**src/rtl/acc_readout_pkg.sv**
```systemverilog
// rtl/acc_readout_pkg.sv - shared types and constants for the carry-save readout
package acc_readout_pkg;

  localparam int WIDTH_DEFAULT = 8;
  localparam int CNT_W         = 5;

  typedef enum logic [1:0] {
    IDLE    = 2'd0,
    COLLECT = 2'd1,
    HOLD    = 2'd2
  } state_t;

endpackage

```
**src/rtl/acc_cpa_cell.sv**
```systemverilog
// rtl/acc_cpa_cell.sv - bit-serial full adder folding the carry stream into the sum stream
module acc_cpa_cell (
  input  logic clk,
  input  logic rst,
  input  logic beat,
  input  logic first,
  input  logic sin,
  input  logic cin,
  output logic sum_bit,
  output logic ovf
);

  logic       k;
  logic       c_prev;
  logic [1:0] t;

  // Bit 0 ignores leftover carry/k so a restarted frame never inherits old state.
  always_comb begin
    t       = {1'b0, sin} + (first ? 2'b00 : ({1'b0, c_prev} + {1'b0, k}));
    sum_bit = t[0];
    ovf     = t[1] | cin;
  end

  always_ff @(posedge clk or posedge rst) begin
    if (rst) begin
      k      <= 1'b0;
      c_prev <= 1'b0;
    end else if (beat) begin
      k      <= t[1];
      c_prev <= cin;
    end
  end

endmodule

```
**src/rtl/acc_readout.sv**
```systemverilog
// rtl/acc_readout.sv - collects a carry-save bit-serial frame and presents the resolved word
module acc_readout
  import acc_readout_pkg::*;
#(
  parameter int WIDTH = WIDTH_DEFAULT
) (
  input  logic             clk,
  input  logic             rd,
  input  logic             sin,
  input  logic             cin,
  input  logic             in_valid,
  input  logic             in_first,
  output logic             in_ready,
  output logic [WIDTH-1:0] out_word,
  output logic             out_ovf,
  output logic             out_valid,
  input  logic             out_ready,
  output logic             out_err
);

  state_t           state;
  state_t           state_next;
  logic [CNT_W-1:0] cnt;
  logic [WIDTH-1:0] word;
  logic [WIDTH-1:0] word_next;
  logic             ovf;
  logic             err;
  logic             accept;
  logic             start;
  logic             take;
  logic             last;
  logic             bit_val;
  logic             ovf_val;

  acc_cpa_cell u_cell (
    .clk     (clk),
    .rst     (rd),
    .beat    (start | take),
    .first   (start),
    .sin     (sin),
    .cin     (cin),
    .sum_bit (bit_val),
    .ovf     (ovf_val)
  );

  always_ff @(posedge clk or posedge rd) begin
    if (rd) state <= IDLE;
    else    state <= state_next;
  end

  // A first-flagged beat always opens a frame; in HOLD it can only be accepted while retiring.
  always_comb begin
    state_next = state;
    in_ready   = 1'b0;
    if (!rd) in_ready = (state == HOLD) ? out_ready : 1'b1;
    accept = in_valid & in_ready;
    start  = accept & in_first;
    take   = accept & ~in_first & (state == COLLECT);
    last   = take & (cnt == CNT_W'(WIDTH - 1));
    case (state)
      IDLE:    if (start) state_next = COLLECT;
      COLLECT: if (last) state_next = HOLD;
      HOLD:    if (out_ready) state_next = start ? COLLECT : IDLE;
      default: state_next = IDLE;
    endcase
  end

  always_comb begin
    word_next = word;
    for (int i = 0; i < WIDTH; i++) begin
      if (cnt == CNT_W'(i)) word_next[i] = bit_val;
    end
  end

  always_ff @(posedge clk or posedge rd) begin
    if (rd) begin
      cnt  <= '0;
      word <= '0;
      ovf  <= 1'b0;
      err  <= 1'b0;
    end else begin
      err <= start & (state == COLLECT);
      if (start) begin
        cnt  <= CNT_W'(1);
        word <= {{(WIDTH-1){1'b0}}, bit_val};
        ovf  <= 1'b0;
      end else if (take) begin
        cnt  <= cnt + CNT_W'(1);
        word <= word_next;
        if (last) ovf <= ovf_val;
      end
    end
  end

  assign out_word  = word;
  assign out_ovf   = ovf;
  assign out_valid = (state == HOLD);
  assign out_err   = err;

endmodule

```
**config.mk**
```make
export PLATFORM = sky130hd
export DESIGN_NAME = acc_readout
export DESIGN_NICKNAME = d
export VERILOG_FILES = /design/src/rtl/acc_readout_pkg.sv /design/src/rtl/acc_cpa_cell.sv /design/src/rtl/acc_readout.sv
export SDC_FILE = /design/constraint.sdc
export NUM_CORES = 1
export LEC_CHECK = 0
export BUFFER_PORTS_ARGS = -buffer_cell sky130_fd_sc_hd__buf_2
export CORE_ASPECT_RATIO = 0.9
export CORE_MARGIN = 2
export CORE_UTILIZATION = 49
export DETAILED_ROUTE_END_ITERATION = 8
export PLACE_DENSITY_LB_ADDON = 0.08
export SYNTH_ARGS = -nofsm -noshare
export SYNTH_HDL_FRONTEND = slang
export SYNTH_HIERARCHICAL = 1
export SYNTH_SLANG_ARGS = --single-unit
```
**constraint.sdc**
```tcl
create_clock -name clk -period 2.1 [get_ports clk]
set_input_delay 0.42 -clock clk [delete_from_list [all_inputs] [get_ports clk]]
set_output_delay 0.42 -clock clk [all_outputs]
set_load 0.005 [all_outputs]
```
Word level (Yosys, flattened, before mapping)
Cells that the tools add are included.
{ "op_classes": {"n_reduce_logical": 22, "n_addsub": 3, "muxes": 23, "bitwise_logic": 9, "eq_ne": 12} }
{ "op_table": {"columns": ["op", "n"], "rows": [
  ["5-bit by 3-bit == test with 1-bit output (second input constant)", 4],
  ["2-bit nonzero test", 10],
  ["2-bit AND reduction", 9],
  ["8-bit 2-to-1 mux", 2],
  ["1-bit 2-to-1 mux", 14],
  ["5-bit by 2-bit == test with 1-bit output (second input constant)", 2],
  ["5-bit 2-to-1 mux", 2],
  ["2-bit 2-to-1 mux", 4],
  ["1-bit bitwise AND", 6],
  ["2-bit case mux with 3 select lines", 1],
  ["5-bit by 1-bit adder with 5-bit output (second input constant)", 1],
  ["5-bit by 1-bit == test with 1-bit output (second input constant)", 1],
  ["5-bit zero test", 1],
  ["2-bit != test (second input constant)", 2],
  ["3-bit AND reduction", 1],
  ["1-bit by 1-bit adder with 2-bit output", 1],
  ["1-bit by 2-bit adder with 2-bit output", 1],
  ["2-bit by 1-bit == test with 1-bit output (second input constant)", 1],
  ["2-bit == test (second input constant)", 1],
  ["2-bit zero test", 1],
  ["2-bit by 1-bit != test with 1-bit output (second input constant)", 1],
  ["1-bit bitwise OR", 2],
  ["1-bit inverter", 1]
]} }
{ "totals": {"ff_bits": 19, "inputBits": 7, "output_inout_bits": 12} }

Longest topological paths before layout
Gate-level depths: netlist of run 1.
{ "logic_depth": {"depth_word": 11, "mapped_depth": 9} }

Modules after synthesis
The synthesis of run 1 kept the hierarchy.
{ "by_module_without_submodules": {"columns": ["mod", "n_inst", "cells_per_inst", "area_each_um2"], "rows": [
  ["acc_readout", 1, 100, 988.4],
  ["acc_cpa_cell", 1, 12, 128.9]
]} }

Worst setup path before layout of run 1
OpenSTA, ideal clock, no wires.
{ "synth_timing": {"path_type": "flip-flop to flip-flop", "from": "register state[0]", "to": "register word[0], in the netlist out_word[0]", "t_arrival_ps": 1911, "path_buffers": 0, "stages_incl_launch_ff": 8, "path_slack_ps": 63, "path_cell_list": "dfrtp_1 nor3b_2 or2_1 inv_2 nor2b_1 ha_1 and4_1 a311o_1"} }
{ "synth_via": {"elab_chain_cells": 10, "elab_cells_between_ends": 16, "classes_between": "add/sub: 1; eq/ne: 2; mux: 6; bitwise: 4; reduce/logical: 3"} }
{ "synth_lines": {"columns": ["item", "line_no", "rtl"], "rows": [
  ["from (decl)", "acc_readout.sv:21", "state_t state;"],
  ["from (signal assigned)", "acc_readout.sv:48", "else state <= state_next;"],
  ["2-bit == test (*)", "acc_readout.sv:55", "if (!rd) in_ready = (state == HOLD) ? out_ready : 1'b1;"],
  ["1-bit 2-to-1 mux (*) (2 in series)", "acc_readout.sv:55", null],
  ["1-bit bitwise AND (*)", "acc_readout.sv:56", "accept = in_valid & in_ready;"],
  ["1-bit bitwise AND (*)", "acc_readout.sv:57", "start = accept & in_first;"],
  ["named net start", "acc_readout.sv:29", "logic start;"],
  ["2-bit 2-to-1 mux (*)", "acc_cpa_cell.sv:19", "t = {1'b0, sin} + (first ? 2'b00 : ({1'b0, c_prev} + {1'b0, k}));"],
  ["1-bit by 2-bit adder with 2-bit output (*)", "acc_cpa_cell.sv:19", null],
  ["named net bit_val", "acc_readout.sv:32", "logic bit_val;"],
  ["1-bit 2-to-1 mux", "acc_readout.sv:71", "if (cnt == CNT_W'(i)) word_next[i] = bit_val;"],
  ["8-bit 2-to-1 mux", "acc_readout.sv:87", "end else if (take) begin"],
  ["8-bit 2-to-1 mux (*)", "acc_readout.sv:83", "if (start) begin"],
  ["to (signal assigned)", "acc_readout.sv:85", "word <= {{(WIDTH-1){1'b0}}, bit_val};"],
  ["to (signal assigned)", "acc_readout.sv:89", "word <= word_next;"],
  ["to (decl)", "acc_readout.sv:24", "logic [WIDTH-1:0] word;"]
]} }
Mark *: on every way through the listed nets, which the timed path passes. The rest lies on a longest branch. The select of a mux whose other input is x is not followed.
A chain may end at the register's enable or synchronous reset.

Worst setup path after layout of run 1
{ "layout_timing": {"from": "register state[1]", "to": "register word[0], in the netlist out_word[0]"} }
Same word-level chain as after synthesis.

==> results.toml, run 1 <==
[status]
status = "finished, final reports clean"

[route]
ant_nets = 0
via_per_inst = 5.814
met1Wirelength_mm = 1.095
route.met3.wl_um = 96
avgRoutedWirePerCell_um = 14.28
dr.max_layer_used = "met4"
wl_met2_mm = 1.167
dr.pass1.iters = 4
wirelength_mm = 2.384
drc_errors = 0
routed-via-count = 971
drt_iter0_drc = 10

[timing]
min_period_ps = 1873
tightest_slew_ps = 656.7
fmax_mhz = 533.9
setup_slack_ps = 227.1
slew_headroom_pct = 56.17
drv_slew = 0
rsz0062_at_grt = "no"
hold_viol_final = 0
fin_setup_tns_ps = 0
finalCritPeriodShare_pct = 89.19
whs_ps = 235.2
setup_viol = 0
finalClockSkew_ps = 4.770

[die]
die_width_um = 54.34
rows = 16
dieHeight_um = 49.30
dieArea_mm2 = 0.002679
initial_core_util_pct = 51.68
coreArea_mm2 = 0.002162
pin_count = 19

[cts]
clkSlewWorstSetupHoldPaths_ps = 110
cts_buffer_depth = 2
numCtsBuffers = 3
post-cts-setup-buffers = 0
ctsResizeCount = 0
cts_tree = "built"
cts.sinks = 19
root_buffer = "clkbuf_4"
insertion_delay_ps = 290
htreeDepth = 1

[global_routing]
grt.total_usage_pct = 20.56
grt_first_pass_wirelength_mm = 4.077
grt_pass1_vias = 940
globalRouteOverflowTotal = 0
grt_max_degree = 18
antenna_found_initial = 0

[final_layout]
design_area_mm2 = 0.001320
ff_latch_area_um2 = 475.5
multiInputGateArea_um2 = 583.1
area_growth_syn_to_layout_pct = 18.14
fin_util_pct = 61.05
drive_gt1_share_pct = 28.57
final_cells = 167
nNetsFinal = 154
n_fill_cell = 192
antennaDiodeCount = 0

[synthesis]
syn_area_mm2 = 0.001117
synth-main-ff-cell = "dfrtp_1"
ys_ff_latch = 19
ys_async_sr_fraction_pct = 100.0
syn_area_per_cell_um2 = 9.976
synth_fp_nets = 125
synth_cell_types = 38
ys_seq_area_share_pct = 42.55
synthCells = 112
yosysMostFrequentCell = "dfrtp_1"
synth-edff-count = 0
yosys_warnings = 6
netlist_top_cells_area = "dfrtp_1, ha_1, a21oi_1, o21ai_0, inv_1"
synth_area_leader_cell = "dfrtp_1"
synth_common_cells = "dfrtp_1, inv_1, a21oi_1, o21ai_0, ha_1"
synth_top_area_share_pct = 42.55

[worst_setup_path]
crit_required_ps = 2290
critPathLaunchType = "flop"
crit_path_end_kind = "flop"
worstPathArrival_ps = 2060
path_max_fanout = 4
crit_type = "reg -> reg"

[place]
io_buffers = 18
gp_congestion = 0.7547
place_ws_ps = 91.51
dpl.hpwl_mm = 1.834
placed_area_mm2 = 0.001284
placed_cells = 162

[pwr]
powerDensity_mw_per_mm2 = 916.0
ir_drop_v = 0.0005081
power_mw = 1.209
leakagePower_nw = 0.6265

[worst_hold_path]
min_path_type = "in -> async"

[flow_run]
cap_violations = 0
## power by group
| group | switching, mW | internal (mW) |
|---|---|---|
| Combinational | 0.270 | 0.235 |
| Clock | 0.114 | 0.0739 |
| Sequential | 0.0679 | 0.448 |
| Total | 0.452 | 0.757 |
## worst max-delay path: stages (launching register included)
cell	delay [ps]
dfrtp_1	430
nor3b_2	170
or2_1	270
inv_2	70
nor2b_1	40
ha_1	320
and4_1	170
a311o_1	310
## layout by cell type (no fill, tap or decap), types with 2 or more instances in the layout
cell	n
a21oi_1	8
a31o_2	3
buf_2	18
buf_4	8
clkbuf_4	3
dfrtp_1	19
ha_1	6
inv_1	10
mux2i_1	3
nand2b_1	4
nand3_1	5
nand4_1	5
nand4b_1	2
nor2_1	4
nor2b_1	5
nor3b_2	2
o21ai_0	8
o41ai_1	2
or3_1	3
## flip-flops by register name, summed over array words and instances (netlist names)
register	count
out_ovf	1
out_word	8
u_cell/c_prev	1
out_err	1
cnt	5
u_cell/k	1
state	2
## final cells by class
class                      count  share of cell area [%]
clock buffer                   4                   1.991
inverter                      11                   3.128
multi-input combinational     79                   44.17
sequential                    19                   36.02
tap                           27                   2.559
timing repair buffer          27                   12.13
## kinds of logic after synthesis
| group | synth area share (%) |
|---|---|
| multiplexers | 3.695 |
| AO/OA/AOI/OAI | 14.90 |
| buffers and inverters | 5.263 |
| AND/OR/NAND/NOR | 26.09 |
| adder cells (fa/ha/maj) | 6.719 |
| XOR/XNOR | 0.7840 |
| flip-flops | 42.55 |
## per-layer routing
layer  vias up  GRT usage, %
met5         -             0
met4         0         6.250
met3         4         2.761
met2        22         33.73
met1       476         27.43
li1        469             -
## final timing paths
path                               start            end  slack, ps  cells past startpoint
max                             state[1]    out_word[0]        230                      7
min                                   rd         cnt[2]        240                      2
max reg2reg                     state[1]    out_word[0]        230                      7
min reg2reg                u_cell/c_prev  u_cell/c_prev        520                      1
max in group asynchronous             rd    out_word[1]       1440                      2
min in group clk                     cin  u_cell/c_prev        360                      2
## timing repair
action / CTS / global route
hold buffers: 1 / 0
setup endpoints to repair: 0 / 0
endpoints found under the hold margin: 2 / 0
(Power assumes the default switching activity.)
==> run 2: changes to the inputs <==
==> constraint.sdc (replaced) <==
create_clock -name clk -period 2.1 [get_ports clk]
set_input_delay 0.315 -clock clk [delete_from_list [all_inputs] [get_ports clk]]
set_output_delay 0.315 -clock clk [all_outputs]
set_load 0.005 [all_outputs]
==> run 2 against run 1 <==
Net effect: clock skew up 5.0 ps; sequential power barely moved; sequential share of layout area increased by 0.38 points; critical path depth stayed put; largest power group unchanged; combinational power shrank 2%; fmax shrank 2.7%; critical path type unchanged; design area fell by 1.0%; worst setup slack got worse by 52 ps; power shrank 0.74%; global-route usage grew 1.2 points.
==> results.toml, run 2 (synthesis gave the netlist of run 1 again) <==
[status]
status = "finished, final reports clean"

[route]
routed-via-count = 941
drc_errors = 0
ant_nets = 0
drt_iter0_drc = 8
dr.pass1.iters = 4
via_per_inst = 5.703
wirelength_mm = 2.411
avgRoutedWirePerCell_um = 14.61

[timing]
fin_setup_tns_ps = 0
finalCritPeriodShare_pct = 91.68
min_period_ps = 1925
rsz0062_at_grt = "no"
hold_viol_final = 0
fmax_mhz = 519.4
whs_ps = 116.5
drv_slew = 0
slew_headroom_pct = 55.14
tightest_slew_ps = 672.2
finalClockSkew_ps = 9.799
setup_viol = 0

[worst_hold_path]
min_path_type = "in -> async"

[worst_setup_path]
crit_path_end_kind = "flop"
crit_required_ps = 2310
critPathLaunchType = "flop"
path_max_fanout = 7
crit_type = "reg -> reg"
worstPathArrival_ps = 2140

[cts]
clkSlewWorstSetupHoldPaths_ps = 120
htreeDepth = 1
root_buffer = "clkbuf_4"
cts_buffer_depth = 2
post-cts-setup-buffers = 0
ctsResizeCount = 0
numCtsBuffers = 3
cts.sinks = 19
cts_tree = "built"
insertion_delay_ps = 310

[place]
gp_congestion = 0.7434
dpl.hpwl_mm = 1.785
io_buffers = 18

[final_layout]
nNetsFinal = 152
area_growth_syn_to_layout_pct = 16.91
drive_gt1_share_pct = 28.26
n_fill_cell = 195
mostFrequentLayoutCell = "dfrtp_1"
antennaDiodeCount = 0
final_cell_mix = "dfrtp_1, buf_2, inv_1, o21ai_0, a21oi_1"
largest_reg_flops = 8

[die]
die_width_um = 54.34
initial_core_util_pct = 51.68
rows = 16
dieArea_mm2 = 0.002679
pin_count = 19
dieHeight_um = 49.30
coreArea_mm2 = 0.002162

[global_routing]
grt_first_pass_wirelength_mm = 4.119
grt_pass1_vias = 928
antenna_found_initial = 0
globalRouteOverflowTotal = 0
grt_max_degree = 18
grt.total_usage_pct = 21.75

[pwr]
leakagePower_nw = 0.6193
powerDensity_mw_per_mm2 = 918.8
ir_drop_v = 0.0004856

[flow_run]
cap_violations = 0
run 2: cell count changes in the layout (fill, tap and decap cells not counted):
cell,before,now
buf_4,8,6
clkbuf_1,1,0
clkinv_2,0,1
run 2: cell type report:
class / instances / area (um^2) / share of cell area [%]
Multi-Input combinational cell: 79 / 583.1 / 44.64
Sequential cell: 19 / 475.5 / 36.40
Timing Repair Buffer: 25 / 145.1 / 11.11
Inverter: 11 / 41.29 / 3.161
Tap cell: 27 / 33.78 / 2.586
Clock buffer: 3 / 22.52 / 1.724
Clock inverter: 1 / 5.005 / 0.3831
run 2: metrics by stage:
stage          instances  util, %  total power [mW]  worst slack [ps]  area, um^2
2_1_floorplan        112        -            0.8507             62.90        1117
3_3_place_gp         160    58.68            0.9976             208.5        1269
3_5_place_dp         160    58.68             1.012             151.3        1269
4_1_cts              165    60.42             1.206             181.3        1306
5_1_grt              165    60.42             1.294             89.22        1306
6_report             165    60.42             1.200             174.7        1306
run 2: what timing repair did:
| item | CTS | global route |
|---|---|---|
| hold buffers | 1 | 0 |
| hold endpoints to repair | 2 | 0 |
| setup endpoints to repair | 0 | 0 |
run 2: critical path, cell delays in order (launching register included):
cell and delay [ps]:
dfrtp_1 420, nor3b_2 170, or2_1 260, inv_2 70, nor2b_1 50, ha_1 360, and4_1 190, a311o_1 300
run 2: routing by layer:
metal | GRT usage (%) | vias to the layer above | routed length, um
li1 | - | 460 | -
met1 | 27.17 | 453 | 1099
met2 | 34.54 | 22 | 1138
met3 | 6.442 | 6 | 113
met4 | 8.333 | 0 | 59
met5 | 0 | - | 0
run 2: worst paths after layout:
kind	start	to	slack (ps)	cells past startpoint
worst max-delay path	state[1]	out_word[0]	170	7
worst min-delay path	rd	cnt[0]	120	2
worst max register to register	state[1]	out_word[0]	170	7
worst min register to register	u_cell/c_prev	u_cell/c_prev	530	1
max in group asynchronous	rd	out_word[4]	1550	2
min in group clk	cin	u_cell/c_prev	240	2
run 2: where the power goes:
group          switching [mW]  internal [mW]
Clock                   0.121         0.0713
Sequential             0.0649          0.448
Combinational           0.275          0.220
